**src/rtl/sdram_arbiter.sv**
```systemverilog
// Two-port arbiter in front of the single SDRAM controller port: SPI flash reads get
// priority, host gets a slot after HOST_SLOT back-to-back SPI grants, reads have a watchdog.
module sdram_arbiter #(
  parameter int unsigned HOST_SLOT    = 4,
  parameter int unsigned TIMEOUT      = 64,
  parameter logic [7:0]  TIMEOUT_DATA = 8'hFF
) (
  input  logic        clk_96mhz,
  input  logic        reset,
  input  logic        spi_req,
  input  logic [24:0] spi_addr,
  output logic        spi_ack,
  output logic [7:0]  spi_rdata,
  output logic        spi_rvalid,
  input  logic        host_req,
  input  logic        host_we,
  input  logic [24:0] host_addr,
  input  logic [7:0]  host_wdata,
  output logic        host_ack,
  output logic [7:0]  host_rdata,
  output logic        host_rvalid,
  output logic        sd_rd_enable,
  output logic [24:0] sd_rd_addr,
  output logic        sd_wr_enable,
  output logic [24:0] sd_wr_addr,
  output logic [7:0]  sd_wr_data,
  input  logic [7:0]  sd_rd_data,
  input  logic        sd_rd_ready,
  input  logic        sd_busy,
  output logic        timeout_err
);

  localparam int unsigned STARVE_W = ($clog2(HOST_SLOT + 1) > 3) ? $clog2(HOST_SLOT + 1) : 3;
  localparam int unsigned WD_W     = ($clog2(TIMEOUT) > 1) ? $clog2(TIMEOUT) : 1;
  localparam logic [STARVE_W-1:0] SLOT_FULL = STARVE_W'(HOST_SLOT);
  localparam logic [WD_W-1:0]     WD_LAST   = WD_W'(TIMEOUT - 1);

  typedef enum logic [2:0] {IDLE, ISSUE, GUARD, RD_WAIT, WR_WAIT} state_e;

  state_e              state_q, state_d;
  logic                owner_host_q, owner_host_d;
  logic                we_q, we_d;
  logic [STARVE_W-1:0] starve_q, starve_d;
  logic [WD_W-1:0]     wd_q, wd_d;

  logic        spi_ack_q, spi_ack_d;
  logic [7:0]  spi_rdata_q, spi_rdata_d;
  logic        spi_rvalid_q, spi_rvalid_d;
  logic        host_ack_q, host_ack_d;
  logic [7:0]  host_rdata_q, host_rdata_d;
  logic        host_rvalid_q, host_rvalid_d;
  logic        rd_en_q, rd_en_d;
  logic [24:0] rd_addr_q, rd_addr_d;
  logic        wr_en_q, wr_en_d;
  logic [24:0] wr_addr_q, wr_addr_d;
  logic [7:0]  wr_data_q, wr_data_d;
  logic        terr_q, terr_d;

  logic        grant_spi_s, grant_host_s;
  logic        rd_done_s;
  logic [7:0]  rd_val_s;

  // Next-state, arbitration and output-register inputs
  always_comb begin
    state_d       = state_q;
    owner_host_d  = owner_host_q;
    we_d          = we_q;
    wd_d          = wd_q;
    spi_ack_d     = 1'b0;
    host_ack_d    = 1'b0;
    spi_rvalid_d  = 1'b0;
    host_rvalid_d = 1'b0;
    rd_en_d       = 1'b0;
    wr_en_d       = 1'b0;
    spi_rdata_d   = spi_rdata_q;
    host_rdata_d  = host_rdata_q;
    rd_addr_d     = rd_addr_q;
    wr_addr_d     = wr_addr_q;
    wr_data_d     = wr_data_q;
    terr_d        = terr_q;
    grant_spi_s   = 1'b0;
    grant_host_s  = 1'b0;
    rd_done_s     = 1'b0;
    rd_val_s      = 8'h00;

    case (state_q)
      IDLE: begin
        // sd_busy high means refresh in progress: hold off selection entirely
        if (!sd_busy && (spi_req || host_req)) begin
          if (host_req && (!spi_req || starve_q == SLOT_FULL)) begin
            grant_host_s = 1'b1;
          end else begin
            grant_spi_s = 1'b1;
          end
          owner_host_d = grant_host_s;
          we_d         = grant_host_s & host_we;
          host_ack_d   = grant_host_s;
          spi_ack_d    = grant_spi_s;
          if (grant_host_s && host_we) begin
            wr_en_d   = 1'b1;
            wr_addr_d = host_addr;
            wr_data_d = host_wdata;
          end else begin
            rd_en_d   = 1'b1;
            rd_addr_d = grant_host_s ? host_addr : spi_addr;
          end
          state_d = ISSUE;
        end else begin
          state_d = IDLE;
        end
      end
      ISSUE: state_d = GUARD;
      GUARD: begin
        wd_d    = '0;
        state_d = we_q ? WR_WAIT : RD_WAIT;
      end
      RD_WAIT: begin
        if (sd_rd_ready) begin
          rd_done_s = 1'b1;
          rd_val_s  = sd_rd_data;
        end else if (wd_q == WD_LAST) begin
          rd_done_s = 1'b1;
          rd_val_s  = TIMEOUT_DATA;
          terr_d    = 1'b1;
        end else begin
          wd_d = wd_q + 1'b1;
        end
      end
      WR_WAIT: begin
        if (!sd_busy) begin
          state_d = IDLE;
        end else begin
          state_d = WR_WAIT;
        end
      end
      default: state_d = IDLE;
    endcase

    if (rd_done_s) begin
      state_d = IDLE;
      if (owner_host_q) begin
        host_rdata_d  = rd_val_s;
        host_rvalid_d = 1'b1;
      end else begin
        spi_rdata_d  = rd_val_s;
        spi_rvalid_d = 1'b1;
      end
    end else begin
      rd_val_s = 8'h00;
    end

    // Host wait counter: only counts SPI grants that overtook a waiting host
    if (!host_req || grant_host_s) begin
      starve_d = '0;
    end else if (grant_spi_s && starve_q != {STARVE_W{1'b1}}) begin
      starve_d = starve_q + 1'b1;
    end else begin
      starve_d = starve_q;
    end
  end

  // State and output registers
  always_ff @(posedge clk_96mhz) begin
    if (reset) begin
      state_q       <= IDLE;
      owner_host_q  <= 1'b0;
      we_q          <= 1'b0;
      starve_q      <= '0;
      wd_q          <= '0;
      spi_ack_q     <= 1'b0;
      spi_rdata_q   <= 8'h00;
      spi_rvalid_q  <= 1'b0;
      host_ack_q    <= 1'b0;
      host_rdata_q  <= 8'h00;
      host_rvalid_q <= 1'b0;
      rd_en_q       <= 1'b0;
      rd_addr_q     <= 25'h0;
      wr_en_q       <= 1'b0;
      wr_addr_q     <= 25'h0;
      wr_data_q     <= 8'h00;
      terr_q        <= 1'b0;
    end else begin
      state_q       <= state_d;
      owner_host_q  <= owner_host_d;
      we_q          <= we_d;
      starve_q      <= starve_d;
      wd_q          <= wd_d;
      spi_ack_q     <= spi_ack_d;
      spi_rdata_q   <= spi_rdata_d;
      spi_rvalid_q  <= spi_rvalid_d;
      host_ack_q    <= host_ack_d;
      host_rdata_q  <= host_rdata_d;
      host_rvalid_q <= host_rvalid_d;
      rd_en_q       <= rd_en_d;
      rd_addr_q     <= rd_addr_d;
      wr_en_q       <= wr_en_d;
      wr_addr_q     <= wr_addr_d;
      wr_data_q     <= wr_data_d;
      terr_q        <= terr_d;
    end
  end

  assign spi_ack      = spi_ack_q;
  assign spi_rdata    = spi_rdata_q;
  assign spi_rvalid   = spi_rvalid_q;
  assign host_ack     = host_ack_q;
  assign host_rdata   = host_rdata_q;
  assign host_rvalid  = host_rvalid_q;
  assign sd_rd_enable = rd_en_q;
  assign sd_rd_addr   = rd_addr_q;
  assign sd_wr_enable = wr_en_q;
  assign sd_wr_addr   = wr_addr_q;
  assign sd_wr_data   = wr_data_q;
  assign timeout_err  = terr_q;

endmodule

```
**config.mk**
```make
export PLATFORM = sky130hd
export DESIGN_NAME = sdram_arbiter
export DESIGN_NICKNAME = d
export VERILOG_FILES = /design/src/rtl/sdram_arbiter.sv
export SDC_FILE = /design/constraint.sdc
export NUM_CORES = 1
export LEC_CHECK = 0
export BUFFER_PORTS_ARGS = -buffer_cell sky130_fd_sc_hd__clkbuf_2
export CORE_MARGIN = 1
export CORE_UTILIZATION = 52
export DETAILED_ROUTE_END_ITERATION = 7
export PLACE_DENSITY = 0.84
export SLEW_MARGIN = 40
export SYNTH_ARGS = -nofsm -noshare
export SYNTH_HDL_FRONTEND = slang
export SYNTH_SLANG_ARGS = --single-unit
export TNS_END_PERCENT = 10
```
**constraint.sdc**
```tcl
create_clock -name clk_96mhz -period 2.9 [get_ports clk_96mhz]
set_input_delay 0.58 -clock clk_96mhz [delete_from_list [all_inputs] [get_ports clk_96mhz]]
set_output_delay 0.58 -clock clk_96mhz [all_outputs]
set_load 0.05 [all_outputs]
```
# [Word level (Yosys, flattened, before mapping)]
# Index checks and enable logic that the tools add are counted.
[totals] register_bits=95 input_bits=73 output_inout_bits=81
[op_classes] add_sub_neg=2 eq_ne=9 n_mux=26 bitwise=7 n_reduce_logical=23
[ops] operator="2-to-1 mux 25 bit" n=1
[ops] operator="2-to-1 mux 8 bit" n=3
[ops] operator="2-to-1 mux 1 bit" n=16
[ops] operator="case mux 3 bit (5 select lines)" n=1
[ops] operator="2-to-1 mux 6 bit" n=2
[ops] operator="case mux 6 bit (2 select lines)" n=1
[ops] operator="AND reduction 3 bit" n=4
[ops] operator="adder 6 x 1 -> 6 bit (second input constant)" n=1
[ops] operator="== test 3 x 2 -> 1 bit (second input constant)" n=2
[ops] operator="== test 3 bit (second input constant)" n=2
[ops] operator="== test 6 bit (second input constant)" n=1
[ops] operator="2-to-1 mux 3 bit" n=2
[ops] operator="inverter 1 bit" n=6
[ops] operator="AND reduction 2 bit" n=3
[ops] operator="OR reduction 2 bit" n=3
[ops] operator="logical AND 1 bit" n=4
[ops] operator="!= test 2 bit (second input constant)" n=2
[ops] operator="adder 3 x 1 -> 3 bit (second input constant)" n=1
[ops] operator="== test 3 x 1 -> 1 bit (second input constant)" n=1
[ops] operator="logical NOT 1 bit" n=3
[ops] operator="logical NOT 3 bit" n=1
[ops] operator="logical OR 1 bit" n=3
[ops] operator="!= test 3 bit (second input constant)" n=1
[ops] operator="OR reduction 3 bit" n=1
[ops] operator="2 further kinds" n=2

# [Depth between registers and ports, before layout]
# Gate-level depths: netlist of run 1.
[logic_depth] depth_word=10 mapped_depth=9 mapped_depth_nobuf=6

# [Least setup slack after synthesis of run 1]
# No wires, ideal clock.
[synth_timing] kind="input port to flip-flop" start="in host_req" end="reg rd_addr_q[20] (netlist: sd_rd_addr[20])" setup_time_ps=89 arrival_time_ps=1853 setup_slack_ps=959 stages=6 n_path_buf=2 path_cell_list="clkbuf_1 -> nor2_1 -> a311oi_4 -> buf_6 -> nor2_1 -> a311oi_2"
[synth_via] elab_chain_len=7 elab_cells_between_ends=10 cone_classes="mux: 4; bitwise: 1; reduce/logical: 5"
[synth_lines] element="from (decl)" line_no="15" source="input logic host_req,"
[synth_lines] element="logical AND 1 bit" line_no="90" source="if (host_req && (!spi_req || starve_q == SLOT_FULL)) begin"
[synth_lines] element="2-to-1 mux 1 bit" line_no="90"
[synth_lines] element="2-to-1 mux 1 bit" line_no="89" source="if (!sd_busy && (spi_req || host_req)) begin"
[synth_lines] element="2-to-1 mux 1 bit" line_no="86" source="case (state_q)"
[synth_lines] element="logical AND 1 bit" line_no="99" source="if (grant_host_s && host_we) begin"
[synth_lines] element="inverter 1 bit (no line)"
[synth_lines] element="AND reduction 3 bit (no line)"
[synth_lines] element="to (signal assigned)" line_no="195" source="rd_addr_q <= rd_addr_d;"
[synth_lines] element="to (decl)" line_no="53" source="logic [24:0] rd_addr_q, rd_addr_d;"
# Parallel ways exist; a longest one is shown, timed or not. The select of a mux whose other input is x is not followed.
# A chain may end at the register's enable or synchronous reset.

# [Final worst setup path of run 1]
[layout_timing] start="reg state_q[0]" end="reg rd_addr_q[23] (netlist: sd_rd_addr[23])"
[layout_via] elab_chain_len=2
[layout_lines] element="from (decl)" line_no="40" source="state_e state_q, state_d;"
[layout_lines] element="from (signal assigned)" line_no="183" source="state_q <= state_d;"
[layout_lines] element="logical NOT 3 bit" line_no="86"
[layout_lines] element="AND reduction 3 bit (no line)"
# No other way between the ends.

==> flow_summary.yaml, run 1 <==
outcome:
  status: "finished clean"
routing:
  ant_nets: 0
  num_vias: 3823
  wl_per_cell_um: 14.32
  wl_met3_um: 807
  routed.top_layer: "met4"
  wl_met2_um: 4972
  drcViolationCount: 0
  met1_length_um: 4060
  drt-vias-per-instance: 5.454
  drtIter0Drc: 142
  totalWireLength_um: 10040
  drt-pass1-iter-count: 5
finish:
  antennaDiodeCount: 0
  fin_area_um2: 5014
  multi_input_area_um2: 1893
  nets: 674
  stdcell_count: 701
  num-fill-cells: 593
  area.growth.synth_to_final_pct: 25.89
  drive_above_1_share_pct: 33.89
  seq_area_um2: 1902
  utilization_pct: 68.39
setup_path:
  ff2ff_path_depth: 5
  crit_cells: 5
  worst_setup_path_end_kind: "flip-flop"
  crit_type: "reg -> reg"
  worstPathArrival_ps: 2420
  slowest_stage: "or4_4"
  critPathMaxStageDelay_ps: 620
  worstPathMaxFanout: 50
  worst_r2r_endpoint: "sd_rd_addr[23]$_SDFFE_PP0P_"
  crit_path_end: "sd_rd_addr[23]$_SDFFE_PP0P_"
  cp-start-kind: "flip-flop"
  cp_top_family: "simple AND/OR/NAND/NOR gates"
  reg2reg_slack_ps: 760
  worstPathRequired_ps: 3170
  crit_start: "state_q[0]$_SDFFE_PP0N_"
  crit_chain: "or4_4 > a311oi_4 > buf_12 > nor2_1 > a311oi_2"
  reg2reg_from: "state_q[0]$_SDFFE_PP0N_"
  critPathBufInv: 1
global_routing:
  grt_max_degree: 58
  grt_pass1_wl_um: 15030
  grt_pass1_vias: 3317
  grt_usage_pct: 24.46
  overflow: 0
  antenna_found_initial: 0
clocking:
  numCtsBuffers: 9
  post_cts_buffers: 0
  cts.repair.resized: 0
  root_buffer: "clkbuf_8"
  clock_latency_ps: 360
  htreeDepth: 3
  clkTransAtPathRegs_ps: 100
  ctsLongestPathBuffers: 2
  cts_tree: "built"
  cts-hold-fix-buffers: 0
  clock-sinks: 95
synth:
  yosys.area.top_type_share_pct: 47.75
  ys.flop_type: "dfxtp_1"
  synth_most_common_cell: "nand2_1"
  yosysSeqAreaShare_pct: 47.75
  yosys.area.top_type: "dfxtp_1"
  synth_commonest_cells: "nand2_1, dfxtp_1, a21oi_1"
  syn_inst: 462
  synth_area_leaders: "dfxtp_1, nand2_1, a311oi_2, a21oi_1, nor2_1"
  ys_types: 42
  synth-edff-count: 0
  ys_async_sr_fraction_pct: 0
  ys_ff_latch: 95
  synth_nets: 539
  syn_area_um2: 3983
  syn_area_per_cell_um2: 8.620
  ys_warn_count: 0
run:
  maxCapViolations: 0
power_and_ir_drop:
  p_leak_nw: 2.113
  powerDensity_nw_per_um2: 602.0
  ir_drop_v: 0.0003037
timing:
  relSlewSlack_pct: 57.21
  rsz0062_at_grt: "false"
  clock-skew-final_ps: 12.27
  drv_slew: 0
  finalCritPeriodShare_pct: 73.83
  setup_viol: 0
  hold_viol: 0
  period_minus_slack_ps: 2141
  max_freq_ghz: 0.4670
  tns_ps: 0
  worstMarginPinSlew_ps: 636.0
  whs_ps: 427.5
place:
  place_inst: 685
  dp_hpwl_um: 7074
  place_area_um2: 4767
  gp_congestion: 0.8089
  port_buffers: 153
floorplan:
  coreArea_um2: 7331
  die_width_um: 89.52
  die_height_um: 89.52
  row_count: 31
  io-pin-count: 154
  dieArea_um2: 8013
  start_util_pct: 54.33
worst_hold_path:
  hp-class: "in -> reg"
==> tightest hold or removal path, cell delays in order <==
cell	delay, ps
clkbuf_2	80
nand2_1	40
a21oi_1	50
==> kinds of logic after synthesis <==
kind of cell | Yosys count | synth area share, %
compound gates | 105 | 22.09
fa+ha+maj | 4 | 1.257
buf+inv | 40 | 4.932
flops | 95 | 47.75
simple gates | 218 | 23.97
==> layout make-up <==
cell class / count / share of cell area, %
Timing Repair Buffer: 159 / 16.72
Tap cell: 99 / 2.471
Sequential cell: 95 / 37.93
Clock buffer: 11 / 2.620
Inverter: 5 / 0.3743
Multi-Input combinational cell: 327 / 37.76
Clock inverter: 5 / 2.121
==> power breakdown <==
group	total, mW	internal (mW)	switching, mW
combinational	0.579	0.172	0.407
sequential	1.41	1.36	0.0434
clock	1.03	0.575	0.456
==> cell usage in the layout, fill, tap and decap left out, types with 4 or more instances in the layout <==
master and count:
nand2b_1 11, a311oi_2 25, dfxtp_1 95, clkbuf_2 152
nand4_1 4, nand3_1 5, a31oi_1 5, nor2b_1 9
nor2_1 44, a21oi_1 49, buf_4 5, ha_1 4
a211oi_1 4, inv_1 5, nor3_1 5, clkbuf_8 9
o22a_1 8, nand2_1 125
==> through the flow <==
| step | setup WS, ps | total power, mW |
|---|---|---|
| floorplan | 958.8 | 1.863 |
| global placement | 846.2 | 1.996 |
| detailed placement | 746.6 | 2.016 |
| CTS | 764.3 | 3.038 |
| global route | 586.3 | 3.134 |
| finish | 758.9 | 3.018 |
==> state kept, by name (all words and copies together) (netlist names), 3 cells and up <==
| name | cells |
|---|---|
| spi_rdata | 8 |
| state_q | 3 |
| starve_q | 3 |
| sd_wr_data | 8 |
| sd_wr_addr | 25 |
| wd_q | 6 |
| host_rdata | 8 |
| sd_rd_addr | 25 |
==> worst min path at each step <==
stage               slack (ps)  depth (start not counted)                       start                    endpoint
floorplan                  450                          2    starve_q[0]$_SDFFE_PP0P_    starve_q[0]$_SDFFE_PP0P_
global placement           440                          2  sd_wr_data[7]$_SDFFE_PP0P_  sd_wr_data[7]$_SDFFE_PP0P_
detailed placement         450                          2  sd_wr_data[7]$_SDFFE_PP0P_  sd_wr_data[7]$_SDFFE_PP0P_
CTS                        410                          3               host_wdata[7]  sd_wr_data[7]$_SDFFE_PP0P_
global route               430                          3               host_wdata[7]  sd_wr_data[7]$_SDFFE_PP0P_
finish                     430                          3               host_wdata[7]  sd_wr_data[7]$_SDFFE_PP0P_
==> per-layer routing <==
layer / track usage (%) / vias up
met2: 44.27 / 157
met3: 5.817 / 20
met5: 0 / -
met4: 9.812 / 0
met1: 27.64 / 1774
li1: - / 1872
Power figures use the tool's default switching activity.
==> run 2: changes to the inputs <==
--- a/config.mk
+++ b/config.mk
@@ -7,9 +7,9 @@
 export LEC_CHECK = 0
 export BUFFER_PORTS_ARGS = -buffer_cell sky130_fd_sc_hd__clkbuf_2
 export CORE_MARGIN = 1
-export CORE_UTILIZATION = 52
+export CORE_UTILIZATION = 49
 export DETAILED_ROUTE_END_ITERATION = 7
-export PLACE_DENSITY = 0.84
+export PLACE_DENSITY = 0.8
 export SLEW_MARGIN = 40
 export SYNTH_ARGS = -nofsm -noshare
 export SYNTH_HDL_FRONTEND = slang
==> constraint.sdc (replaced) <==
create_clock -name clk_96mhz -period 2 [get_ports clk_96mhz]
set_input_delay 0.4 -clock clk_96mhz [delete_from_list [all_inputs] [get_ports clk_96mhz]]
set_output_delay 0.4 -clock clk_96mhz [all_outputs]
set_load 0.05 [all_outputs]
==> run 2 against run 1 <==
  * First-iteration DRC count down 17%
  * Clock power up 34%
  * Total power up 43%
  * Fmax up 13%
  * Critical path depth up 2
  * Hold slack worse by 170 ps
  * Global-route usage up 0.32 points
  * Clock skew down 4.2 ps
  * Combinational power up 56%
  * Register-to-register slack worse by 650 ps
  * Die area up 6.0%
  * Wire length up 3.2%
==> flow_summary.yaml, run 2 (synthesis gave the netlist of run 1 again) <==
outcome:
  status: "finished clean"
routing:
  num_vias: 3859
  totalWireLength_um: 10360
  ant_nets: 0
  wl_per_cell_um: 14.48
  drtIter0Drc: 118
  drt-vias-per-instance: 5.397
  drcViolationCount: 0
  drt-pass1-iter-count: 4
clocking:
  cts-hold-fix-buffers: 0
  clock_latency_ps: 350
  clkTransAtPathRegs_ps: 90
  numCtsBuffers: 9
  cts_tree: "built"
  root_buffer: "clkbuf_8"
  clock-sinks: 95
  htreeDepth: 3
  ctsLongestPathBuffers: 2
timing:
  worstMarginPinSlew_ps: 523.1
  max_freq_ghz: 0.5279
  rsz0062_at_grt: "false"
  clock-skew-final_ps: 8.045
  hold_viol: 0
  whs_ps: 259.9
  setup_viol: 0
  period_minus_slack_ps: 1894
  finalCritPeriodShare_pct: 94.72
  tns_ps: 0
  drv_slew: 0
  relSlewSlack_pct: 64.90
global_routing:
  grt_max_degree: 42
  grt_usage_pct: 24.78
  grt_pass1_vias: 3525
  antenna_found_initial: 0
  grt_pass1_wl_um: 16750
  overflow: 0
place:
  port_buffers: 153
  dp_hpwl_um: 7392
  gp_congestion: 0.7922
finish:
  final_cell_mix: "clkbuf_2, nand2_1, dfxtp_1"
  nets: 685
  area.growth.synth_to_final_pct: 28.24
  multi_input_area_um2: 1884
  final_common_cell: "clkbuf_2"
  antennaDiodeCount: 0
  num-fill-cells: 680
  drive_above_1_share_pct: 35.40
  seq_area_um2: 1902
power_and_ir_drop:
  ir_drop_v: 0.0004473
  p_leak_nw: 2.175
  powerDensity_nw_per_um2: 844.6
setup_path:
  worstPathMaxFanout: 25
  crit_type: "reg -> reg"
  worstPathArrival_ps: 2120
  worstPathRequired_ps: 2230
  reg2reg_slack_ps: 110
  worst_setup_path_end_kind: "flip-flop"
  cp-start-kind: "flip-flop"
floorplan:
  io-pin-count: 154
  row_count: 32
  die_height_um: 92.16
  start_util_pct: 51.01
  coreArea_um2: 7807
  die_width_um: 92.16
  dieArea_um2: 8493
worst_hold_path:
  hp-class: "in -> reg"
run:
  maxCapViolations: 0
==> run 2: cell count changes in the layout (fill, tap and decap cells not counted), sizes merged <==
cell,change
clkinv,+2
clkinvlp,+1
clkbuf,-2
bufinv,-1
buf,+11
==> run 2: critical path: stages, from the launching register on <==
cell and delay, ps:
dfxtp_1 370, inv_1 70, ha_1 210, a21bo_2 280, a311oi_4 330, buf_4 200
buf_16 190, a311oi_2 120
==> run 2: cell type report <==
cell class                      instances  area share (%)
Sequential cell                        95           37.24
Multi-Input combinational cell        327           36.89
Timing Repair Buffer                  170           18.67
Tap cell                              102           2.499
Clock buffer                            9           2.425
Clock inverter                          7           1.911
Inverter                                5          0.3675
==> run 2: timing repair <==
item | in CTS | in global routing
resized for setup | 0 | 1
gates cloned | 1 | 0
pin swaps | 0 | 1
buffers inserted | 0 | 1
endpoints found under the setup margin | 5 | 25
==> run 2: path summary, 6_finish.rpt <==
check                                     end                   startpoint  cells past startpoint
setup / recovery  sd_rd_addr[13]$_SDFFE_PP0P_     starve_q[0]$_SDFFE_PP0P_                      7
hold / removal     sd_wr_data[7]$_SDFFE_PP0P_                host_wdata[7]                      3
setup reg to reg  sd_rd_addr[13]$_SDFFE_PP0P_     starve_q[0]$_SDFFE_PP0P_                      7
hold reg to reg   sd_wr_addr[22]$_SDFFE_PP0P_  sd_wr_addr[22]$_SDFFE_PP0P_                      2
==> run 2: power by group <==
| group | total (mW) | switching, mW | internal [mW] |
|---|---|---|---|
| clock | 1.38 | 0.675 | 0.706 |
| combinational | 0.901 | 0.617 | 0.284 |
| sequential | 2.03 | 0.0531 | 1.98 |
| total | 4.31 | 1.34 | 2.97 |
==> run 2: metrics by stage <==
step | total power, mW | utilization (%) | instances | worst slack [ps] | area (um2)
CTS | 4.334 | 65.38 | 714 | 16.56 | 5105
detailed placement | 2.951 | 62.13 | 697 | 8.273 | 4851
floorplan | 2.702 | - | 462 | 132.8 | 3983
finish | 4.314 | 65.42 | 715 | 105.6 | 5107
global route | 4.488 | 65.42 | 715 | 21.10 | 5107
global placement | 2.923 | 62.13 | 697 | 126.3 | 4851
==> run 2: per-layer routing <==
metal | GRT usage, % | vias up | part of all wire (%)
met1 | 31.25 | 1796 | 43
met3 | 5.058 | 18 | 7.2
met4 | 8.464 | 0 | 1.7
li1 | - | 1886 | -
met5 | 0 | - | 0
met2 | 41.98 | 159 | 48
==> run 3: changes to the inputs <==
--- a/config.mk
+++ b/config.mk
@@ -5,11 +5,13 @@
 export SDC_FILE = /design/constraint.sdc
 export NUM_CORES = 1
 export LEC_CHECK = 0
+export ABC_AREA = 1
 export BUFFER_PORTS_ARGS = -buffer_cell sky130_fd_sc_hd__clkbuf_2
 export CORE_MARGIN = 1
-export CORE_UTILIZATION = 49
+export CORE_UTILIZATION = 42
+export CTS_CLUSTER_DIAMETER = 60
 export DETAILED_ROUTE_END_ITERATION = 7
-export PLACE_DENSITY = 0.8
+export PLACE_DENSITY = 0.7
 export SLEW_MARGIN = 40
 export SYNTH_ARGS = -nofsm -noshare
 export SYNTH_HDL_FRONTEND = slang
==> run 3 against run 2 <==
  * Design area fell by 2.0%
  * Clock skew barely moved
  * Sequential cell count did not move
  * Setup slack improved by 140 ps
  * Clock-buffer cell count rose by 1
  * Die area rose by 17%
  * Combinational power fell by 17%
  * Critical path depth rose by 2
  * Critical path type unchanged
  * Critical endpoint is now sd_wr_data[7]$_SDFFE_PP0P_
==> flow_summary.yaml, run 3 <==
synth:
  syn_area_per_cell_um2: 7.064
  syn_area_um2: 3991
  yosys.area.top_type_share_pct: 47.65
  synth_fa_ha_area_share_pct: 1.254
  ys_ff_latch: 95
  syn_inst: 565
  synth_commonest_cells: "nand2_1, dfxtp_1, nor2_1"
  synth-xor-area-share_pct: 0
  synth-simple-area-share_pct: 31.44
  yosysSeqAreaShare_pct: 47.65
  ys_warn_count: 0
  muxShareOfSynthArea_pct: 0
  ys_async_sr_fraction_pct: 0
  synth_most_common_cell: "nand2_1"
  synth-compound-area-share_pct: 11.76
  synth_area_leaders: "dfxtp_1, nand2_1, nor2_1, a21oi_1, inv_1"
  yosys.area.top_type: "dfxtp_1"
  synth_nets: 642
  ys.flop_type: "dfxtp_1"
  synth-edff-count: 0
  ys_types: 29
  synth_top_family_by_area: "simple AND/OR/NAND/NOR gates"
timing:
  clock-skew-final_ps: 8.175
  tns_ps: 0
  setup_viol: 0
  period_minus_slack_ps: 1756
  rsz0062_at_grt: "false"
  whs_ps: 266.0
  hold_viol: 0
  worstMarginPinSlew_ps: 545.0
  relSlewSlack_pct: 63.61
  max_freq_ghz: 0.5694
  drv_slew: 0
  finalCritPeriodShare_pct: 87.81
setup_path:
  critPathMaxStageDelay_ps: 420
  ff2ff_path_depth: 9
  worstPathMaxFanout: 33
  crit_cells: 9
  crit_type: "reg -> reg"
  crit_chain: "inv_1 > ha_1 > nand2_1 > nand2_1 > nand3_1 > nor2_2 > inv_2 > nor2_1 > nor2_1"
  worstPathRequired_ps: 2280
  worst_setup_path_end_kind: "flip-flop"
  critPathBufInv: 2
  slowest_stage: "inv_2"
  worstPathArrival_ps: 2040
  cp-start-kind: "flip-flop"
  cp_top_family: "simple AND/OR/NAND/NOR gates"
routing:
  ant_nets: 0
  drtIter0Drc: 179
  drt-pass1-iter-count: 4
  drt-vias-per-instance: 4.800
  wl_per_cell_um: 12.60
  totalWireLength_um: 10600
  drcViolationCount: 0
  num_vias: 4037
finish:
  utilization_pct: 54.16
  nets: 784
  drive_above_1_share_pct: 26.54
  stdcell_count: 841
  final_common_cell: "nand2_1"
  fin_area_um2: 5005
  antennaDiodeCount: 0
  final_cell_mix: "nand2_1, clkbuf_2, dfxtp_1"
  num-fill-cells: 918
  area.growth.synth_to_final_pct: 25.39
power_and_ir_drop:
  powerDensity_nw_per_um2: 783.1
  ir_drop_v: 0.0003083
  p_leak_nw: 2.484
clocking:
  clock-sinks: 95
  cts-hold-fix-buffers: 0
  cts.repair.resized: 0
  post_cts_buffers: 0
  clock_latency_ps: 350
  clkTransAtPathRegs_ps: 100
  root_buffer: "clkbuf_8"
  numCtsBuffers: 9
  htreeDepth: 3
  ctsLongestPathBuffers: 2
  cts_tree: "built"
floorplan:
  coreArea_um2: 9240
  io-pin-count: 154
  row_count: 35
  die_height_um: 99.49
  die_width_um: 99.49
  dieArea_um2: 9897
  start_util_pct: 43.20
global_routing:
  antenna_found_initial: 0
  grt_max_degree: 34
  overflow: 0
  grt_pass1_wl_um: 17560
  grt_usage_pct: 22.12
  grt_pass1_vias: 3825
worst_hold_path:
  hp-class: "in -> reg"
  hold_depth: 3
place:
  place_area_um2: 4831
  place_inst: 825
  port_buffers: 153
  gp_congestion: 0.9327
  dp_hpwl_um: 7699
outcome:
  status: "finished clean"
run:
  maxCapViolations: 0
==> run 3: cell types whose count changed in the layout (fill, tap and decap cells not counted), sizes merged, moves of 10 or more <==
cell	delta
nand2	+47
inv	+39
nand2b	-11
nand4	+15
nor2	+47
buf	-10
o21ai	+33
a311oi	-26
==> run 3: metal layers <==
| metal | wire, um | GRT usage (%) |
|---|---|---|
| met1 | 4835 | 28.21 |
| met2 | 5108 | 36.86 |
| met3 | 585 | 4.849 |
| met4 | 70 | 7.919 |
| met5 | 0 | 0 |
==> run 3: final cells by class <==
cell class | instances | area, um2 | share of cell area (%)
flip-flops and latches | 95 | 1902 | 38.00
multi-input cells | 396 | 1774 | 35.45
repair buffers | 161 | 825.8 | 16.50
inverters | 44 | 167.7 | 3.350
well taps | 129 | 161.4 | 3.225
clock buffers | 10 | 127.6 | 2.550
clock inverters | 6 | 46.29 | 0.9250
==> run 3: path summary, 6_finish.rpt <==
path                                           startpoint                    endpoint  slack [ps]
worst max-delay path             starve_q[0]$_SDFFE_PP0P_  sd_wr_data[7]$_SDFFE_PP0P_         240
worst min-delay path                        host_wdata[6]  sd_wr_data[6]$_SDFFE_PP0P_         270
worst max register to register   starve_q[0]$_SDFFE_PP0P_  sd_wr_data[7]$_SDFFE_PP0P_         240
worst min register to register  spi_rdata[6]$_SDFFE_PP0P_   spi_rdata[6]$_SDFFE_PP0P_         450
==> run 3: logic make-up after synthesis <==
group                    count (synthesis)
AO/OA/AOI/OAI                           91
AND/OR/NAND/NOR                        301
adder cells (fa/ha/maj)                  4
buffers and inverters                   74
flip-flops                              95
==> run 3: where the power goes <==
group	total, mW	switching, mW	leakage [nW]	internal [mW]
Sequential	2.03	0.0588	0.771	1.97
Combinational	0.748	0.543	1.63	0.205
Clock	1.14	0.679	0.0829	0.460
==> run 3: worst min-delay path: cells and delay by family <==
kind / cells / cell delay (ps)
buf+inv: 1 / 70
simple gates: 2 / 110
==> run 3: stage by stage <==
stage          setup slack, ps  total power, mW
2_1_floorplan            511.5            2.603
3_3_place_gp             353.3            2.815
3_5_place_dp             264.4            2.824
4_1_cts                  236.2            3.961
5_1_grt                  12.63            4.122
6_report                 243.8            3.919
